[config.mk]
export PLATFORM = sky130hd
export DESIGN_NAME = onehot_range_decoder
export DESIGN_NICKNAME = d
export VERILOG_FILES = /design/src/rtl/onehot_range_pkg.sv /design/src/rtl/onehot_range_stage.sv /design/src/rtl/onehot_range_decoder.sv
export SDC_FILE = /design/constraint.sdc
export NUM_CORES = 1
export LEC_CHECK = 0
export CAP_MARGIN = 5
export CORE_MARGIN = 3
export CORE_UTILIZATION = 37
export CTS_BUF_LIST = sky130_fd_sc_hd__clkbuf_16
export DETAILED_ROUTE_END_ITERATION = 8
export DONT_BUFFER_PORTS = 1
export PLACE_DENSITY = 0.6
export SLEW_MARGIN = 20
export SYNTH_ARGS = -nofsm -noshare
export SYNTH_HDL_FRONTEND = slang
export SYNTH_HIERARCHICAL = 1
export SYNTH_SLANG_ARGS = --single-unit
[constraint.sdc]
create_clock -name clk_i -period 3 [get_ports clk_i]
set_input_delay 0.6 -clock clk_i [delete_from_list [all_inputs] [get_ports clk_i]]
set_output_delay 0.6 -clock clk_i [all_outputs]
set_load 0.03 [all_outputs]
[src/rtl/onehot_range_pkg.sv]
// Shared types and helpers for the one-hot range decoder.
// Vectors up to MAX_WIDTH bits are supported.
package onehot_range_pkg;

  localparam int MAX_WIDTH = 32;
  localparam int MAX_IDX_W = 5;

  function automatic int idx_width(input int width);
    return (width <= 2) ? 1 : $clog2(width);
  endfunction

  typedef struct packed {
    logic [MAX_IDX_W-1:0] left_idx;
    logic [MAX_IDX_W-1:0] right_idx;
    logic [MAX_WIDTH-1:0] mask;
    logic                 err;
  } dec_result_t;

  typedef struct packed {
    logic [MAX_IDX_W-1:0] idx;
    logic                 zero;
    logic                 multi;
  } onehot_info_t;

  // Lowest set bit wins; any further set bit marks the vector as multi-hot.
  function automatic onehot_info_t onehot_to_idx(input logic [MAX_WIDTH-1:0] vec);
    onehot_info_t info;
    logic         seen;
    info = '0;
    seen = 1'b0;
    for (int i = 0; i < MAX_WIDTH; i++) begin
      if (vec[i]) begin
        if (seen) info.multi = 1'b1;
        else      info.idx   = MAX_IDX_W'(i);
        seen = 1'b1;
      end
    end
    info.zero = !seen;
    return info;
  endfunction

endpackage

[src/rtl/onehot_range_stage.sv]
// Generic valid/ready pipeline register; accepts a new beat whenever it is
// empty or its current beat leaves in the same cycle.
module onehot_range_stage #(
  parameter int DW = 1
) (
  input  logic          clk_i,
  input  logic          arstn_i,
  input  logic          in_valid,
  output logic          in_ready,
  input  logic [DW-1:0] in_data,
  output logic          out_valid,
  input  logic          out_ready,
  output logic [DW-1:0] out_data
);

  assign in_ready = !out_valid || out_ready;

  always_ff @(posedge clk_i or negedge arstn_i) begin
    if (!arstn_i) begin
      out_valid <= 1'b0;
      out_data  <= '0;
    end else if (in_ready) begin
      out_valid <= in_valid;
      if (in_valid) out_data <= in_data;
    end
  end

endmodule

[src/rtl/onehot_range_decoder.sv]
// Recovers left/right indices and the span mask from a one-hot pair.
// Define ONEHOT_RANGE_DECODER_ERR_CNT_EN to add the saturating err_cnt_o counter.
module onehot_range_decoder
  import onehot_range_pkg::*;
#(
  parameter  int WIDTH     = 5,
  parameter  int ERR_CNT_W = 8,
  localparam int IDX_W     = idx_width(WIDTH)
) (
  input  logic                 clk_i,
  input  logic                 arstn_i,
  input  logic [WIDTH-1:0]     data_left_i,
  input  logic [WIDTH-1:0]     data_right_i,
  input  logic                 data_val_i,
  output logic                 data_ready_o,
  output logic [IDX_W-1:0]     left_idx_o,
  output logic [IDX_W-1:0]     right_idx_o,
  output logic [WIDTH-1:0]     mask_o,
  output logic                 err_o,
  output logic                 data_val_o,
`ifdef ONEHOT_RANGE_DECODER_ERR_CNT_EN
  output logic [ERR_CNT_W-1:0] err_cnt_o,
`endif
  input  logic                 data_ready_i
);

  localparam int S1_W = 2 * WIDTH + 2;
  localparam int S2_W = 2 * IDX_W + WIDTH + 1;

  logic             s1_valid;
  logic             s2_ready;
  logic [S1_W-1:0]  s1_in;
  logic [S1_W-1:0]  s1_out;
  logic [S2_W-1:0]  s2_in;
  logic [S2_W-1:0]  s2_out;
  logic [WIDTH-1:0] s1_left;
  logic [WIDTH-1:0] s1_right;
  logic             s1_ok_left;
  logic             s1_ok_right;
  onehot_info_t     chk_left;
  onehot_info_t     chk_right;
  onehot_info_t     enc_left;
  onehot_info_t     enc_right;
  dec_result_t      res;
  logic             unused_info;

  always_comb begin
    chk_left  = onehot_to_idx(MAX_WIDTH'(data_left_i));
    chk_right = onehot_to_idx(MAX_WIDTH'(data_right_i));
    s1_in     = {data_left_i, data_right_i,
                 !(chk_left.zero || chk_left.multi),
                 !(chk_right.zero || chk_right.multi)};
  end

  onehot_range_stage #(.DW(S1_W)) u_stage1 (
    .clk_i     (clk_i),
    .arstn_i   (arstn_i),
    .in_valid  (data_val_i),
    .in_ready  (data_ready_o),
    .in_data   (s1_in),
    .out_valid (s1_valid),
    .out_ready (s2_ready),
    .out_data  (s1_out)
  );

  assign s1_left     = s1_out[S1_W-1 -: WIDTH];
  assign s1_right    = s1_out[2 +: WIDTH];
  assign s1_ok_left  = s1_out[1];
  assign s1_ok_right = s1_out[0];

  // Equal indices are rejected too: a single set bit is not a valid range.
  always_comb begin
    res       = '0;
    enc_left  = onehot_to_idx(MAX_WIDTH'(s1_left));
    enc_right = onehot_to_idx(MAX_WIDTH'(s1_right));
    res.err   = !s1_ok_left || !s1_ok_right || (enc_left.idx <= enc_right.idx);
    if (!res.err) begin
      res.left_idx  = enc_left.idx;
      res.right_idx = enc_right.idx;
      for (int i = 0; i < WIDTH; i++) begin
        res.mask[i] = (MAX_IDX_W'(i) >= enc_right.idx) && (MAX_IDX_W'(i) <= enc_left.idx);
      end
    end
    s2_in = {IDX_W'(res.left_idx), IDX_W'(res.right_idx), WIDTH'(res.mask), res.err};
  end

  assign unused_info = ^{enc_left.zero, enc_left.multi, enc_right.zero, enc_right.multi,
                         chk_left.idx, chk_right.idx};

  onehot_range_stage #(.DW(S2_W)) u_stage2 (
    .clk_i     (clk_i),
    .arstn_i   (arstn_i),
    .in_valid  (s1_valid),
    .in_ready  (s2_ready),
    .in_data   (s2_in),
    .out_valid (data_val_o),
    .out_ready (data_ready_i),
    .out_data  (s2_out)
  );

  assign {left_idx_o, right_idx_o, mask_o, err_o} = s2_out;

`ifdef ONEHOT_RANGE_DECODER_ERR_CNT_EN
  // Counts malformed pairs as they leave; sticks at all-ones until reset.
  always_ff @(posedge clk_i or negedge arstn_i) begin
    if (!arstn_i) begin
      err_cnt_o <= '0;
    end else if (data_val_o && data_ready_i && err_o && (err_cnt_o != '1)) begin
      err_cnt_o <= err_cnt_o + ERR_CNT_W'(1);
    end
  end
`else
  logic unused_cnt_w;
  assign unused_cnt_w = ERR_CNT_W[0];
`endif

endmodule

======== Word-level counts from Yosys, hierarchy flattened ========
Cells that the tools add are included.
storage, ports and cells
  flip-flop bits (word level) ............. 26
  bits of input ports ..................... 14
  word-level logic and storage cells ...... 88
cells by class
  magnitude comparators ................... 11
  mux-type cells .......................... 52
  reductions and logical operators ........ 21
operators by type and width
  cell                count
  $mux 5              13
  $mux 1              38
  $ge 1x5->1 const A  2
  $ge 2x5->1 const A  2
  $le 1x5->1 const A  2
  $le 2x5->1 const A  2
  $logic_not 1->1     8
  $mux 8              1
  $logic_or 1x1->1    6
  $ge 3x5->1 const A  1
  $le 3x5->1 const A  1
  $le 5x5->1          1
  $logic_and 1x1->1   5
  $reduce_and 2->1    2

======== Longest topological paths before layout ========
Gate-level depths: netlist of run 1.
  depth after elaboration ................. 12
  mapped depth ............................ 9

======== Hierarchy ========
Netlist of run 1, hierarchy kept.
modules (own cells, without submodules)
  module                instances  cells each  area each (µm²)
  onehot_range_stage    2          29          550.5
  onehot_range_decoder  1          63          399.1

======== Worst setup path after synthesis of run 1 ========
OpenSTA, ideal clock, no wires.
  kind .................................... register -> register
  start point ............................. register u_stage1.out_data[2]
  end point ............................... register u_stage2.out_data[10]
  library setup time ...................... 0.125 ns
  arrival ................................. 2.556 ns
  required time ........................... 2.875 ns
  slack ................................... 0.319 ns
  stages on the path, launching flop included .. 9
  buffers on the path ..................... 1
  period minus slack after synthesis ...... 2.681 ns
  path through ............................ dfrtp_1 > or3_1 > or3b_2 > ha_1 > nor2b_1 > a221oi_1 > buf_2 > nor4_1 > mux2_4
RTL lines
  what                      line                      text
  start: declaration        onehot_range_stage.sv:13  output logic [DW-1:0] out_data
  start signal: assignment  onehot_range_stage.sv:24  if (in_valid) out_data <= in_data;
  end signal: assignment    onehot_range_stage.sv:24
  end: declaration          onehot_range_stage.sv:13

==> results of run 1 <==
## registers in the layout, summed over array words and instances, names as in the netlist
signal	flops
u_stage1/out_data	12
u_stage2/out_data	12
u_stage1/out_valid	1
u_stage2/out_valid	1
## kinds of logic after synthesis
logic type | share of synthesized area (%)
AO/OA/AOI/OAI | 9.092
XOR/XNOR | 1.168
AND/OR/NAND/NOR | 16.68
adder cells (fa/ha/maj) | 1.668
buffers and inverters | 5.004
flip-flops | 43.37
multiplexers | 23.02
## worst paths after layout
kind | end | cells after the start | startpoint | slack [ps]
max in group asynchronous | u_stage1/out_data[2] | 0 | arstn_i | 2900
setup reg to reg | u_stage2/out_data[0] | 8 | u_stage1/out_data[4] | 180
min in group clk_i | u_stage1/out_valid | 1 | data_val_i | 460
hold reg to reg | u_stage1/out_data[1] | 1 | u_stage1/out_data[1] | 520
setup / recovery | u_stage2/out_data[0] | 8 | u_stage1/out_data[4] | 180
hold / removal | u_stage2/out_data[3] | 0 | arstn_i | 30
## cell type report
class / instances / area (µm²) / area share [%]
Clock buffer: 3 / 75.07 / 4.584
Clock inverter: 1 / 30.03 / 1.833
Inverter: 5 / 18.77 / 1.146
Multi-Input combinational cell: 86 / 780.7 / 47.67
Sequential cell: 26 / 650.6 / 39.73
Tap cell: 48 / 60.06 / 3.667
Timing Repair Buffer: 3 / 22.52 / 1.375
## cell usage in the layout (no fill, tap or decap), types with 2 or more instances in the layout
cell / instances
sky130_fd_sc_hd__nand2_1: 4
sky130_fd_sc_hd__nand2b_4: 2
sky130_fd_sc_hd__nor3b_1: 2
sky130_fd_sc_hd__xor2_1: 2
sky130_fd_sc_hd__or2b_1: 2
sky130_fd_sc_hd__o21ai_0: 2
sky130_fd_sc_hd__a21oi_1: 5
sky130_fd_sc_hd__mux2_2: 4
sky130_fd_sc_hd__ha_1: 2
sky130_fd_sc_hd__clkbuf_16: 3
sky130_fd_sc_hd__inv_1: 5
sky130_fd_sc_hd__or3_1: 2
sky130_fd_sc_hd__or2_2: 4
sky130_fd_sc_hd__a31o_2: 2
sky130_fd_sc_hd__nand2_4: 2
sky130_fd_sc_hd__nor4_1: 2
sky130_fd_sc_hd__o211ai_1: 3
sky130_fd_sc_hd__buf_4: 3
sky130_fd_sc_hd__nor2_1: 6
sky130_fd_sc_hd__mux2_4: 20
sky130_fd_sc_hd__dfrtp_1: 26
sky130_fd_sc_hd__nor3_1: 8
## metrics by stage
step | utilization, % | setup WS [ps] | instance area [µm²] | power [mW] | hold slack [ps]
2_1_floorplan | - | 318.9 | 1500 | 0.5646 | 304.4
3_3_place_gp | 40.48 | 243.0 | 1526 | 0.5858 | 305.2
3_5_place_dp | 40.48 | 123.7 | 1526 | 0.5957 | 305.0
4_1_cts | 43.26 | 92.95 | 1632 | 0.9896 | 22.08
5_1_grt | 43.43 | 100.9 | 1638 | 1.032 | 15.91
6_report | 43.43 | 176.9 | 1638 | 0.9848 | 25.35
## worst register-to-register path: stages, from the launching register on
cell and delay (ps):
sky130_fd_sc_hd__dfrtp_1 400, sky130_fd_sc_hd__or3_1 400, sky130_fd_sc_hd__or3b_2 500, sky130_fd_sc_hd__ha_1 370, sky130_fd_sc_hd__nor2b_1 200, sky130_fd_sc_hd__a221oi_2 90
sky130_fd_sc_hd__buf_4 190, sky130_fd_sc_hd__or2_2 300, sky130_fd_sc_hd__mux2_4 270
## timing repair
action | CTS | global route
setup buffers | 0 | 0
setup endpoints to repair | 0 | 2
resized for setup | 0 | 1
## per-layer routing
metal  GRT usage [%]  part of all wire [%]
met3           3.188                   5.2
met5               0                     0
met2           20.23                    49
met4           4.255                   1.6
met1           16.32                    44
## where the power goes
| group | switching [mW] | internal (mW) |
|---|---|---|
| Clock | 0.124 | 0.266 |
| Combinational | 0.0902 | 0.0929 |
| Sequential | 0.0346 | 0.378 |
| Total | 0.249 | 0.736 |
==> metrics.txt, run 1 <==
critical path peak fanout=11; global-route wire length before repair=4.933 mm; critical path's slowest cell=sky130_fd_sc_hd__or3b_2; count of unique library cells instantiated by Yosys=35; post-synthesis net count=137; hold violation total from the final report=0; clock-pin slew of the registers on the worst-case setup and hold paths=70 ps; setup TNS after final layout=0 ps; number of endpoints failing setup at the final stage=0; transition time at the pin with the least slew margin=391.6 ps; cell with the most instances after synthesis=sky130_fd_sc_hd__dfrtp_1; Final Instance Count excl. Fillers=172; share of the yosys chip area belonging to registers=43.37%; Core Footprint=3771 µm²; row count=22; flip-flop and latch count after synthesis=26; leading register cell type out of synthesis=sky130_fd_sc_hd__dfrtp_1; arrival time at the worst endpoint=2970 ps; share of synthesized registers carrying an async set or reset=100.0%; number of vias after detailed routing=933; layout cells sized above 1=36.29%; CP max stage delay=500 ps; number of global-route vias before repair=1050; category of the worst setup path launch point=register; TritonCTS clock tree=built; Inserted Clock Buffers=3; power density relative to cell area=601.3 nW/µm²; Data required, critical path=3150 ps; clk_skew=4.600 ps; number of placed instances with taps included=168; netlist area before placement=1500 µm²; sequence of cells on the critical path=or3_1 > or3b_2 > ha_1 > nor2b_1 > a221oi_2 > buf_4 > or2_2 > mux2_4; CP Class=reg2reg; # nets final=141; clock latency of the later-clocked register in the worst-skew pair=260 ps; Total Wirelength=2.875 mm; Chip Width=69.68 µm; clock period minus final worst setup slack=2823 ps; number of standard cells after synthesis=121; total congestion overflow=0; number of violations of the max-capacitance limit=0; max frequency=0.3542 GHz; P&R area growth vs syn=9.174%; relative slew slack=73.90%; antenna fix cells=0; maximum clock path buffer count=2; Final ANT Viol Nets=0; synthesis warning total=6; fill cell total of the finished layout=344; leakage power figure=0.7459 nW; number of enable-type register cells in the synthesized netlist=0; antenna violations before repair=0; DRC violation count after routing=0; type of the worst min-delay path=in2async; kind of cell adding the most delay to the critical path=simple AND/OR/NAND/NOR gates; PortBufs=0; CTS H-Tree Depth=1; total I/O pin count=28; main area contributors after synthesis=sky130_fd_sc_hd__dfrtp_1 (43%), sky130_fd_sc_hd__mux2_4 (20%), sky130_fd_sc_hd__mux2_2 (3.0%), sky130_fd_sc_hd__buf_12 (2.7%), sky130_fd_sc_hd__nor3_1 (2.7%); drt initial violations=27; maximum number of pins on one net before global-route repair=27; Die Y-Extent=69.68 µm; drt via density=5.424; crit path capture type=register; most area-hungry cell type in the Yosys netlist=sky130_fd_sc_hd__dfrtp_1; number of max-slew violations in the final report=0; RSZ-0062 raised after global routing=false; most numerous cell types in the synthesized netlist=sky130_fd_sc_hd__dfrtp_1 (26), sky130_fd_sc_hd__mux2_4 (20), sky130_fd_sc_hd__nor3_1 (8); Max IR drop VDD=0.2845 mV; Mapped Avg Cell Area=12.40 µm²; final weighted congestion in routability-driven placement=0.8320; final worst-path cycle share=94.10%; number of sinks on the clock net=26; Synth top area share=43.37%; GRT Util Overall=12.54%; average wire per cell in the routed design=16.72 µm; hold buffer count at cts=0; Die ar.=4855 µm²; result of the run=finished, final reports clean; effective utilization at floorplan=39.78%; CTS root buf=sky130_fd_sc_hd__clkbuf_16; buffer and inverter count on the worst path=1; router iterations before antenna repair=4; HPWL after DPL=2.196 mm
Power figures use the tool's default switching activity.
==> run 2: changes to the inputs <==
- CTS_BUF_LIST: sky130_fd_sc_hd__clkbuf_16 -> sky130_fd_sc_hd__clkbuf_4 sky130_fd_sc_hd__clkbuf_8
- TNS_END_PERCENT: not set -> 20
==> run 2 against run 1 <==
Effect of this change: fmax increased by 0.33%; via count increased by 0.21%; critical path depth unchanged; global-route usage increased by 0.15 points; cell count increased by 1.2%; power decreased by 9.0%; design area decreased by 0.84%; core utilization decreased by 0.36 points; sequential power about the same; non-clock buffer count increased by 2; largest cell class unchanged; largest power group unchanged.
==> metrics.txt, run 2 (synthesis gave the netlist of run 1 again) <==
result of the run=finished, final reports clean; Final ANT Viol Nets=0 (unchanged); Area after DPL=1526 µm² (unchanged); clock latency of the later-clocked register in the worst-skew pair=270 ps (about the same); antenna violations before repair=0 (unchanged); Core Footprint=3771 µm² (unchanged); smallest hold slack=440.4 ps (+415.0 ps); type of the worst min-delay path=in2reg; CP Class=reg2reg; final worst-path cycle share=93.79% (-0.31 points); total I/O pin count=28 (unchanged); total congestion overflow=0 (unchanged); CTS root buf=sky130_fd_sc_hd__clkbuf_8; antenna fix cells=0 (unchanged); leakage power figure=0.7388 nW (-0.94%); TritonCTS clock tree=built; number of placed instances with taps included=168 (unchanged); power density relative to cell area=551.8 nW/µm² (-8.2%); most common library cell in the layout ignoring fill and taps=sky130_fd_sc_hd__dfrtp_1; row count=22 (unchanged); Final Instance Count excl. Fillers=174 (+1.2%); Max IR drop VDD=0.2464 mV (-13%); clock period minus final worst setup slack=2814 ps (-9.287 ps); GRT Util Overall=12.69% (+0.15 points); arrival time at the worst endpoint=2980 ps (about the same); number of vias after detailed routing=935 (+0.21%); worst setup slack before clock tree synthesis=123.7 ps (unchanged); Chip Width=69.68 µm (unchanged); Data required, critical path=3160 ps (about the same); clock-pin slew of the registers on the worst-case setup and hold paths=100 ps (+30 ps); biggest registers after layout=u_stage1/out_data (12), u_stage2/out_data (12); Die ar.=4855 µm² (unchanged); number of max-slew violations in the final report=0 (unchanged); maximum number of pins on one net before global-route repair=21 (-22%); global-route wire length before repair=4.968 mm (+0.71%); fill cell total of the finished layout=345 (+0.29%); crit path capture type=register; P&R area growth vs syn=8.257%; transition time at the pin with the least slew margin=900.2 ps (+508.7 ps); HPWL after DPL=2.196 mm (unchanged); layout cells sized above 1=35.71% (-0.58 points); # nets final=143 (+1.4%); drt initial violations=26 (-3.7%); most used cells in the layout excluding fill and tap cells=sky130_fd_sc_hd__dfrtp_1 (26), sky130_fd_sc_hd__mux2_4 (20), sky130_fd_sc_hd__nor3_1 (8); router iterations before antenna repair=4 (unchanged); number of global-route vias before repair=1054 (+0.38%); Inserted Clock Buffers=3 (unchanged); power consumption=896.2 µW (-9.0%); number of endpoints failing setup at the final stage=0 (unchanged); category of the worst setup path launch point=register; Total Wirelength=2.889 mm (+0.49%); Final Worst Setup Slack=186.2 ps (+9.287 ps); final weighted congestion in routability-driven placement=0.8320 (unchanged); relative slew slack=39.79% (-34 points); CTS H-Tree Depth=1 (unchanged); Post-Layout Inst Area=1624 µm² (-0.84%); critical path peak fanout=11 (unchanged); maximum clock path buffer count=2 (unchanged); number of violations of the max-capacitance limit=0 (unchanged); RSZ-0062 raised after global routing=false; average wire per cell in the routed design=16.60 µm (-0.67%); setup TNS after final layout=0 ps (unchanged); drt via density=5.374 (-0.94%); PortBufs=0 (unchanged); hold violation total from the final report=0 (unchanged); effective utilization at floorplan=39.78% (unchanged); number of sinks on the clock net=26 (unchanged); max frequency=0.3554 GHz (+0.33%); Die Y-Extent=69.68 µm (unchanged); utilization after layout=43.07% (-0.36 points); DRC violation count after routing=0 (unchanged); clk_skew=6.337 ps (+1.736 ps)
==> run 2: layer usage <==
metal  track usage [%]  wire length (µm)  vias up  part of all wire (%)
li1                  -                 -      455                     -
met1             16.95              1300      448                    45
met2             20.44              1411       28                    49
met3             2.899               155        4                   5.4
met4             3.830                21        0                  0.73
met5                 0                 0        -                     0
==> run 2: worst paths after layout <==
check                                          start                    to  slack (ps)  cells after the start
worst max-delay path            u_stage1/out_data[4]  u_stage2/out_data[0]         190                      8
worst min-delay path                      data_val_i    u_stage1/out_valid         440                      1
worst max register to register  u_stage1/out_data[4]  u_stage2/out_data[0]         190                      8
worst min register to register  u_stage1/out_data[1]  u_stage1/out_data[1]         530                      1
max in group asynchronous                    arstn_i  u_stage2/out_data[6]        1560                      1
min in group asynchronous                    arstn_i  u_stage1/out_data[4]         670                      1
==> run 2: power by group <==
group	leakage, nW	internal (mW)	switching (mW)
clock network	0.0357	0.179	0.115
registers	0.327	0.377	0.0348
logic	0.376	0.0943	0.0961
==> run 2: repair_timing <==
item | in CTS | in global routing
endpoints found under the hold margin | 20 | 0
setup buffers | 0 | 0
setup endpoints to repair | 0 | 1
hold buffers | 2 | 0
gates resized for setup | 0 | 1
==> run 2: layout make-up <==
cell class / count / area [µm²] / share of cell area, %
flip-flops and latches: 26 / 650.6 / 40.06
clock buffers: 3 / 41.29 / 2.542
inverters: 5 / 18.77 / 1.156
repair buffers: 5 / 42.54 / 2.619
multi-input cells: 86 / 780.7 / 48.07
well taps: 48 / 60.06 / 3.698
clock inverters: 1 / 30.03 / 1.849
==> run 2: critical path, stage by stage, from the launching register on <==
cell,delay (ps)
sky130_fd_sc_hd__dfrtp_1,410
sky130_fd_sc_hd__or3_1,400
sky130_fd_sc_hd__or3b_2,500
sky130_fd_sc_hd__ha_1,350
sky130_fd_sc_hd__nor2b_1,200
sky130_fd_sc_hd__a221oi_2,100
sky130_fd_sc_hd__buf_4,190
sky130_fd_sc_hd__or2_2,300
sky130_fd_sc_hd__mux2_4,270
==> run 3: changes to the inputs <==
- clock period: 3 -> 3.64 ns (I/O delays scaled with it)
==> run 3 against run 2 <==
Effect of this change: clock power shrank 37%; critical path depth is the same; wire length decreased by 9.6%; die area did not move; sequential power is 17% lower; sequential share of layout area up 1.5 points; core utilization decreased by 1.5 points; via count decreased by 2.4%; fmax shrank 1.3%; global-route usage down 1.0 points; hold slack worse by 300 ps; power shrank 26%; largest power group unchanged.
==> metrics.txt, run 3 (synthesis gave the netlist of run 1 again) <==
kind of cell adding the most delay to the critical path=simple AND/OR/NAND/NOR gates; sequential fraction of design power=51.8% (+5.8 points); drt initial violations=20 (-23%); router iterations before antenna repair=4 (unchanged); maximum clock path buffer count=2 (unchanged); number of global-route vias before repair=949 (-10%); switching power total=183.8 µW (-25%); Area after DPL=1511 µm² (-0.98%); CP max stage delay=490 ps (about the same); critical path's slowest cell=sky130_fd_sc_hd__or3b_2; Chip Width=69.68 µm (unchanged); PortBufs=0 (unchanged); Data required, critical path=3800 ps (+640 ps); total congestion overflow=0 (unchanged); clock period minus final worst setup slack=2850 ps (+35.72 ps); worst setup slack before clock tree synthesis=813.4 ps (+689.7 ps); total I/O pin count=28 (unchanged); global-route wire length before repair=4.464 mm (-10%); # nets final=139 (-2.8%); number of cell instances on the worst register-to-register path=8 (unchanged); critical path peak fanout=11 (unchanged); number of vias after detailed routing=913 (-2.4%); reg-to-reg critical path startpoint=u_stage1/out_data[2]; setup TNS after final layout=0 ps (unchanged); Final Worst Setup Slack=790.5 ps (+604.3 ps); utilization after layout=41.54% (-1.5 points); most used cells in the layout excluding fill and tap cells=sky130_fd_sc_hd__dfrtp_1 (26), sky130_fd_sc_hd__mux2_4 (20), sky130_fd_sc_hd__nor3_1 (8); CP Class=reg2reg; crit path capture type=register; number of sinks on the clock net=26 (unchanged); relative slew slack=74.64% (+35 points); Core Footprint=3771 µm² (unchanged); biggest registers after layout=u_stage1/out_data (12), u_stage2/out_data (12); post-CTS repair timing setup buffer count=0 (unchanged); RSZ-0062 raised after global routing=false; Max IR drop VDD=0.2104 mV (-15%); destination of the worst register-to-register timing path=u_stage2/out_data[10]; drt via density=5.371 (about the same); DRC violation count after routing=0 (unchanged); category of the worst setup path launch point=register; clock latency of the later-clocked register in the worst-skew pair=270 ps (about the same); final worst-path cycle share=78.28% (-16 points); Logic pwr share=20.4% (-0.8 points); Total Wirelength=2.611 mm (-9.6%); number of endpoints failing setup at the final stage=0 (unchanged); GRT Util Overall=11.66% (-1.0 points); antenna fix cells=0 (unchanged); Die Y-Extent=69.68 µm (unchanged); sequence of cells on the critical path=or3_1 > or3b_2 > ha_1 > nor2b_1 > a221oi_1 > buf_4 > nor4_1 > mux2_4; P&R area growth vs syn=4.420%; layout cells sized above 1=34.43% (-1.3 points); hold violation total from the final report=0 (unchanged); CTS root buf=sky130_fd_sc_hd__clkbuf_8; buffer and inverter count on the worst path=1 (unchanged); clock-pin slew of the registers on the worst-case setup and hold paths=80 ps (-20 ps); quantity of gates resized following cts=0 (unchanged); cell-internal power=478.0 µW (-26%); number of violations of the max-capacitance limit=0 (unchanged); Final ANT Viol Nets=0 (unchanged); type of the worst min-delay path=in2async; CTS H-Tree Depth=1 (unchanged); power consumption=661.7 µW (-26%); maximum number of pins on one net before global-route repair=27 (+29%); Post-Layout Inst Area=1567 µm² (-3.5%); number of max-slew violations in the final report=0 (unchanged); average wire per cell in the routed design=15.36 µm (-7.5%); Inserted Clock Buffers=3 (unchanged); effective utilization at floorplan=39.78% (unchanged); Sw Share=27.77% (+0.30 points); result of the run=finished, final reports clean; final weighted congestion in routability-driven placement=0.8473 (+1.8%); arrival time at the worst endpoint=3010 ps (+30 ps); antenna violations before repair=0 (unchanged); transition time at the pin with the least slew margin=380.4 ps (-519.8 ps); Clk pwr share=27.8% (-5.0 points); max frequency=0.3509 GHz (-1.3%); TritonCTS clock tree=built; worst reg2reg setup slack=790 ps (+600 ps); leakage power figure=0.7135 nW (-3.4%); clk_skew=3.187 ps (-3.150 ps); most common library cell in the layout ignoring fill and taps=sky130_fd_sc_hd__dfrtp_1; power density relative to cell area=422.4 nW/µm² (-23%); HPWL after DPL=2.021 mm (-8.0%); Die ar.=4855 µm² (unchanged); row count=22 (unchanged); hold buffer count at cts=0 (-2)
run 3: cell count changes in the layout (fill, tap and decap cells not counted):
cell                            change
sky130_fd_sc_hd__buf_4              -2
sky130_fd_sc_hd__dlygate4sd3_1      -2
sky130_fd_sc_hd__a221oi_1           +1
sky130_fd_sc_hd__a221oi_2           -1
sky130_fd_sc_hd__bufinv_16          -1
sky130_fd_sc_hd__clkbuf_8           +1
run 3: worst register-to-register path, delay by kind of cell (launching register included):
family                   cells  cell delay [ps]
flip-flops                   1              450
buffers and inverters        1              240
multiplexers                 1              280
adder cells (fa/ha/maj)      1              330
AO/OA/AOI/OAI                1              350
AND/OR/NAND/NOR              4             1090
run 3: cell type report:
type,count,area [µm²]
Tap cell,48,60.06
Clock buffer,4,55.05
Inverter,5,18.77
Multi-Input combinational cell,86,774.5
Timing Repair Buffer,1,7.507
Sequential cell,26,650.6
Fill cell,360,2205
run 3: how the worst max path moves through the flow:
| stage | slack [ps] | cells after the start | start | end |
|---|---|---|---|---|
| 3_3_place_gp | 850 | 8 | u_stage1/out_data[2] | u_stage2/out_data[1] |
| 3_5_place_dp | 810 | 8 | u_stage1/out_data[2] | u_stage2/out_data[1] |
| 4_1_cts | 800 | 8 | u_stage1/out_data[2] | u_stage2/out_data[1] |
| 5_1_grt | 610 | 8 | u_stage1/out_data[2] | u_stage2/out_data[1] |
| 2_1_floorplan | 960 | 8 | u_stage1/out_data[2] | u_stage2/out_data[10] |
| 6_report | 790 | 8 | u_stage1/out_data[2] | u_stage2/out_data[10] |
run 3: power groups by stage:
stage / Sequential [mW] / Combinational, mW / Clock [mW]
2_1_floorplan: 0.340 / 0.125 / 0
3_3_place_gp: 0.347 / 0.130 / 0
3_5_place_dp: 0.349 / 0.134 / 0
4_1_cts: 0.343 / 0.135 / 0.193
5_1_grt: 0.347 / 0.149 / 0.205
6_report: 0.343 / 0.135 / 0.184
run 3: stage by stage:
step,hold slack [ps],std cells
floorplan,432.4,121
global placement,433.2,166
detailed placement,433.2,166
CTS,129.6,170
global route,118.3,170
finish,139.4,170
run 3: metal layers:
layer / track usage, % / share of wire, % / vias up
met5: 0 / 0 / -
met2: 17.69 / 43 / 27
met4: 5.106 / 1.8 / 0
li1: - / - / 443
met3: 4.348 / 6.6 / 5
met1: 14.78 / 48 / 438
